### src/rtl/ram_burst_reader_pkg.sv
// Shared types and helpers for the RAM burst read initiator.
package ram_burst_reader_pkg;

   typedef enum logic [1:0] {
      ST_IDLE  = 2'd0,
      ST_RUN   = 2'd1,
      ST_DRAIN = 2'd2
   } state_t;

   // Issue only if the beat can still land in the 2-entry FIFO next cycle.
   function automatic logic credit_ok(input logic [1:0] occ,
                                      input logic       inflight,
                                      input logic       pop);
      return ({1'b0, occ} + {2'b00, inflight}) <= (3'd1 + {2'b00, pop});
   endfunction

endpackage

### src/rtl/ram_burst_reader_fifo2.sv
// 2-entry fall-through FIFO: an empty FIFO presents a same-cycle push at its head.
module ram_burst_reader_fifo2 #(
   parameter int W = 33
) (
   input  logic         clk,
   input  logic         reset,
   input  logic         i_push,
   input  logic [W-1:0] i_push_dat,
   input  logic         i_pop,
   output logic         o_vld,
   output logic [W-1:0] o_head_dat,
   output logic [1:0]   o_occ
);

   logic [W-1:0] r_mem [2];
   logic         r_wp;
   logic         r_rp;
   logic [1:0]   r_occ;
   logic         w_empty;
   logic         w_wr;
   logic         w_rd;

   assign w_empty    = (r_occ == 2'd0);
   assign o_vld      = !w_empty || i_push;
   assign o_head_dat = w_empty ? i_push_dat : r_mem[r_rp];
   assign o_occ      = r_occ;

   // A push consumed in the same cycle while empty never touches storage.
   assign w_wr = i_push && !(w_empty && i_pop);
   assign w_rd = i_pop && !w_empty;

   always_ff @(posedge clk or posedge reset) begin
      if (reset) begin
         r_mem[0] <= '0;
         r_mem[1] <= '0;
         r_wp     <= 1'b0;
         r_rp     <= 1'b0;
         r_occ    <= 2'd0;
      end else begin
         if (w_wr) begin
            r_mem[r_wp] <= i_push_dat;
            r_wp        <= ~r_wp;
         end
         if (w_rd) begin
            r_rp <= ~r_rp;
         end
         r_occ <= r_occ + {1'b0, w_wr} - {1'b0, w_rd};
      end
   end

endmodule

### src/rtl/ram_burst_reader.sv
// Burst read initiator: turns one address/length command into RAM reads and a
// back-pressured response stream; reads are credit-limited to the 2-entry FIFO.
module ram_burst_reader
   import ram_burst_reader_pkg::*;
#(
   parameter int ADDR_WIDTH = 10,
   parameter int DATA_WIDTH = 32,
   parameter int LEN_WIDTH  = 8
) (
   input  logic                  clk,
   input  logic                  reset,
   input  logic                  cmd_valid,
   output logic                  cmd_ready,
   input  logic [ADDR_WIDTH-1:0] cmd_addr,
   input  logic [LEN_WIDTH-1:0]  cmd_len,
   output logic                  rsp_valid,
   input  logic                  rsp_ready,
   output logic [DATA_WIDTH-1:0] rsp_data,
   output logic                  rsp_last,
   output logic                  rd_en,
   output logic [ADDR_WIDTH-1:0] rd_addr,
   input  logic [DATA_WIDTH-1:0] rd_data,
   output logic                  busy
);

   state_t                r_state;
   state_t                w_state_nxt;
   logic [ADDR_WIDTH-1:0] r_addr;
   logic [LEN_WIDTH-1:0]  r_rem;
   logic                  r_inflight;
   logic                  r_inflight_last;
   logic                  w_issue;
   logic                  w_accept;
   logic                  w_pop;
   logic                  w_fifo_vld;
   logic [DATA_WIDTH:0]   w_head;
   logic [1:0]            w_occ;

   ram_burst_reader_fifo2 #(
      .W (DATA_WIDTH + 1)
   ) u_fifo (
      .clk        (clk),
      .reset      (reset),
      .i_push     (r_inflight),
      .i_push_dat ({rd_data, r_inflight_last}),
      .i_pop      (w_pop),
      .o_vld      (w_fifo_vld),
      .o_head_dat (w_head),
      .o_occ      (w_occ)
   );

   always_comb begin
      w_state_nxt = r_state;
      w_issue     = 1'b0;
      cmd_ready   = 1'b0;
      case (r_state)
         ST_IDLE: begin
            cmd_ready = 1'b1;
            if (cmd_valid) begin
               w_state_nxt = ST_RUN;
            end
         end
         ST_RUN: begin
            w_issue = credit_ok(w_occ, r_inflight, w_pop);
            if (w_issue && (r_rem == '0)) begin
               w_state_nxt = ST_DRAIN;
            end
         end
         ST_DRAIN: begin
            if ((w_occ == 2'd0) && !r_inflight) begin
               w_state_nxt = ST_IDLE;
            end
         end
         default: w_state_nxt = ST_IDLE;
      endcase
   end

   assign w_accept  = cmd_valid && cmd_ready;
   assign w_pop     = w_fifo_vld && rsp_ready;
   assign rd_en     = w_issue;
   assign rd_addr   = r_addr;
   assign busy      = (r_state != ST_IDLE);
   assign rsp_valid = w_fifo_vld;
   assign rsp_data  = w_fifo_vld ? w_head[DATA_WIDTH:1] : '0;
   assign rsp_last  = w_fifo_vld && w_head[0];

   always_ff @(posedge clk or posedge reset) begin
      if (reset) begin
         r_state         <= ST_IDLE;
         r_addr          <= '0;
         r_rem           <= '0;
         r_inflight      <= 1'b0;
         r_inflight_last <= 1'b0;
      end else begin
         r_state         <= w_state_nxt;
         r_inflight      <= w_issue;
         r_inflight_last <= w_issue && (r_rem == '0);
         if (w_accept) begin
            r_addr <= cmd_addr;
            r_rem  <= cmd_len;
         end else if (w_issue) begin
            // Address wraps silently at the top of the RAM.
            r_addr <= r_addr + 1'b1;
            r_rem  <= r_rem - 1'b1;
         end
      end
   end

endmodule
### config.mk
export PLATFORM = sky130hd
export DESIGN_NAME = ram_burst_reader
export DESIGN_NICKNAME = d
export VERILOG_FILES = /design/src/rtl/ram_burst_reader_pkg.sv /design/src/rtl/ram_burst_reader_fifo2.sv /design/src/rtl/ram_burst_reader.sv
export SDC_FILE = /design/constraint.sdc
export NUM_CORES = 1
export LEC_CHECK = 0
export ABC_AREA = 1
export CAP_MARGIN = 20
export CORE_MARGIN = 2
export CORE_UTILIZATION = 57
export CTS_BUF_LIST = sky130_fd_sc_hd__clkbuf_4 sky130_fd_sc_hd__clkbuf_8
export CTS_CLUSTER_DIAMETER = 100
export DETAILED_ROUTE_END_ITERATION = 10
export PLACE_DENSITY = 0.92
export SYNTH_ARGS = -nofsm -noshare
export SYNTH_HDL_FRONTEND = slang
export SYNTH_SLANG_ARGS = --single-unit
### constraint.sdc
create_clock -name clk -period 8.22 [get_ports clk]
set_input_delay 0.822 -clock clk [delete_from_list [all_inputs] [get_ports clk]]
set_output_delay 0.822 -clock clk [all_outputs]
set_load 0.05 [all_outputs]
==> flow_metrics.env <==
export IMPL_outcome="completed"
export IMPL_cts_max_level=3
export IMPL_dp_hpwl_microns=7181
export IMPL_grt_pass1_wl_microns=17540
export IMPL_design_area_sq_mm=0.005916
export IMPL_gp_congestion=0.8163
export IMPL_die_h_microns=95.06
export IMPL_syn_inst=564
export IMPL_grt_overflow=0
export IMPL_holdBufCountCts=0
export IMPL_setup_tns_ps=0
export IMPL_core_sq_mm=0.008134
export IMPL_io_buffers=100
export IMPL_netlist_area_leader_share_pct=48.72
export IMPL_hp_class="reg2reg"
export IMPL_place_area_sq_mm=0.005665
export IMPL_report_final_setup_viol=0
export IMPL_yosys_warnings=0
export IMPL_fillers=591
export IMPL_die_area_sq_mm=0.009035
export IMPL_arrival_ps=3490
export IMPL_path_class="reg2out"
export IMPL_crit_path_max_fanout=37
export IMPL_clock_sinks=92
export IMPL_cp_start_kind="flip-flop"
export IMPL_period_minus_slack_ps=4314
export IMPL_cts_tree="built"
export IMPL_drt_iter0_markers=224
export IMPL_end_kind="output port"
export IMPL_ant_nets=0
export IMPL_fmax_ghz=0.2318
export IMPL_clk_latency_ps=360
export IMPL_slew_violations=0
export IMPL_area_growth_pct=25.18
export IMPL_syn_nets=624
export IMPL_grt_usage_pct=24.73
export IMPL_cap_violations=0
export IMPL_grt_pass1_vias=3887
export IMPL_ioPinCount=101
export IMPL_drc=0
export IMPL_clock_path_buffers=2
export IMPL_tightestPinTransition_ps=1062
export IMPL_antenna_found_initial=0
export IMPL_start_util_pct=58.10
export IMPL_cts_resized_gates=0
export IMPL_cp_required_ps=7400
export IMPL_synth_cell_types=27
export IMPL_fin_nets=707
export IMPL_drt_wl_total_microns=10870
export IMPL_fin_crit_sh_pct=52.48
export IMPL_avgSynthCellArea_sq_um=8.379
export IMPL_finalHoldViolCount=0
export IMPL_core_rowCount=33
export IMPL_postCtsSetupBuffers=0
export IMPL_synth_seq_cells=92
export IMPL_grt_setup_unrepaired="no"
export IMPL_cts_root_buf="clkbuf_8"
export IMPL_syn_area_sq_mm=0.004726
export IMPL_die_w_microns=95.06
export IMPL_antenna_cells=0
export IMPL_drive_gt1_share_pct=5.675
export IMPL_grt_max_degree=68
export IMPL_routed_via_density=5.406
export IMPL_drtPass1Iterations=5
export IMPL_rrSetupSlack_ps=5890
export IMPL_worst_slack_ps=3906
export IMPL_max_slew_margin_pct=29.20
export IMPL_via_count=4092
export IMPL_wl_per_cell_microns=14.36
export IMPL_yosysTopAreaCell="dfrtp_1"
export IMPL_path_clk_slew_ps=90
export IMPL_place_ws_ps=3935
export IMPL_clock_skew_ps=9.864
export IMPL_yosysSeqAreaShare_pct=48.72
export IMPL_synth_top_cells_by_area="dfrtp_1 (49%), nand2_1 (14%), mux2i_1 (7.0%), o21ai_1 (5.1%), inv_1 (4.7%)"
export IMPL_hold_slack_ps=489.9
export IMPL_cts_made_buffers=9
## placed cells by master (no fill, tap or decap)
cell and count:
buf_12 1, buf_16 1, buf_4 1, bufinv_16 1
clkbuf_4 1, clkbuf_8 9, clkdlybuf4s50_1 100, clkinv_2 1
clkinvlp_4 2, dfrtp_1 91, dfrtp_2 1, ha_1 6
inv_1 58, inv_2 2, inv_6 3, mux2i_1 33
nand2_1 170, nand2_2 4, nand2_4 1, nand3_1 19
nand3_2 1, nand3b_1 2, nand4_1 3, nor2_1 19
nor2_4 1, o21ai_0 27, o21ai_1 48, o21ai_2 4
o22ai_1 33, or2_2 2, or2_4 1, xnor2_1 5
xor2_1 1
## path summary, 6_finish.rpt
check,depth (start not counted),start,end
max,5,u_fifo.o_occ[1],rsp_data[0]
min,2,u_fifo.r_mem[64],u_fifo.r_mem[64]
max reg2reg,6,u_fifo.o_occ[1],u_fifo.r_mem[37]
min reg2reg,2,u_fifo.r_mem[64],u_fifo.r_mem[64]
max in group asynchronous,3,reset,u_fifo.r_mem[64]
min in group asynchronous,2,reset,r_rem[4]
## metal layers
layer / routed length, microns / GRT usage, % / share of wire [%]
met1: 4766 / 31.65 / 44
met2: 5347 / 42.79 / 49
met4: 170 / 8.092 / 1.6
met3: 589 / 4.348 / 5.4
met5: 0 / 0 / 0
## flip-flops by register name, summed over array words and instances (netlist names)
register and flops:
r_state 2, u_fifo.r_rp 1, r_inflight_last 1, r_rem 8
rd_addr 10, u_fifo.r_mem 66, r_inflight 1, u_fifo.o_occ 2
u_fifo.r_wp 1
## cell usage after synthesis, drive strengths merged
| master | instances |
|---|---|
| nand2 | 175 |
| dfrtp | 92 |
| o21ai | 79 |
| inv | 61 |
| mux2i | 33 |
| o22ai | 33 |
| buf | 21 |
| nand3 | 20 |
| nor2 | 20 |
| clkbuf | 10 |
| ha | 6 |
| xnor2 | 5 |
| nand4 | 3 |
| or2 | 3 |
| nand3b | 2 |
| xor2 | 1 |
## through the flow
stage	instances	utilization [%]
detailed placement	739	69.65
finish	757	72.73
floorplan	564	-
global route	757	72.73
CTS	755	72.14
global placement	739	69.65
## worst max-delay path, stage by stage (launching register included)
cell,delay [ps]
dfrtp_1,450
nor2_4,710
nand2_1,570
buf_16,330
o22ai_1,200
clkdlybuf4s50_1,860
## area by class of cell
type,count,area (sq um),area share [%]
inverter,61,230.2,3.892
clock buffer,10,131.4,2.221
sequential,92,2303,38.94
tap,105,131.4,2.221
multi-input combinational,380,1992,33.67
timing repair buffer,103,1056,17.85
clock inverter,6,71.32,1.206
## logic make-up after synthesis
| family | synth area share, % |
|---|---|
| simple gates | 19.35 |
| mux | 6.990 |
| fa+ha+maj | 1.589 |
| xor+xnor | 1.112 |
| flops | 48.72 |
| compound gates | 13.05 |
| buf+inv | 9.187 |
Power is left out: the tool's default activity adds up to more than one toggle a clock period on the data nets, which glitch-free logic cannot reach.
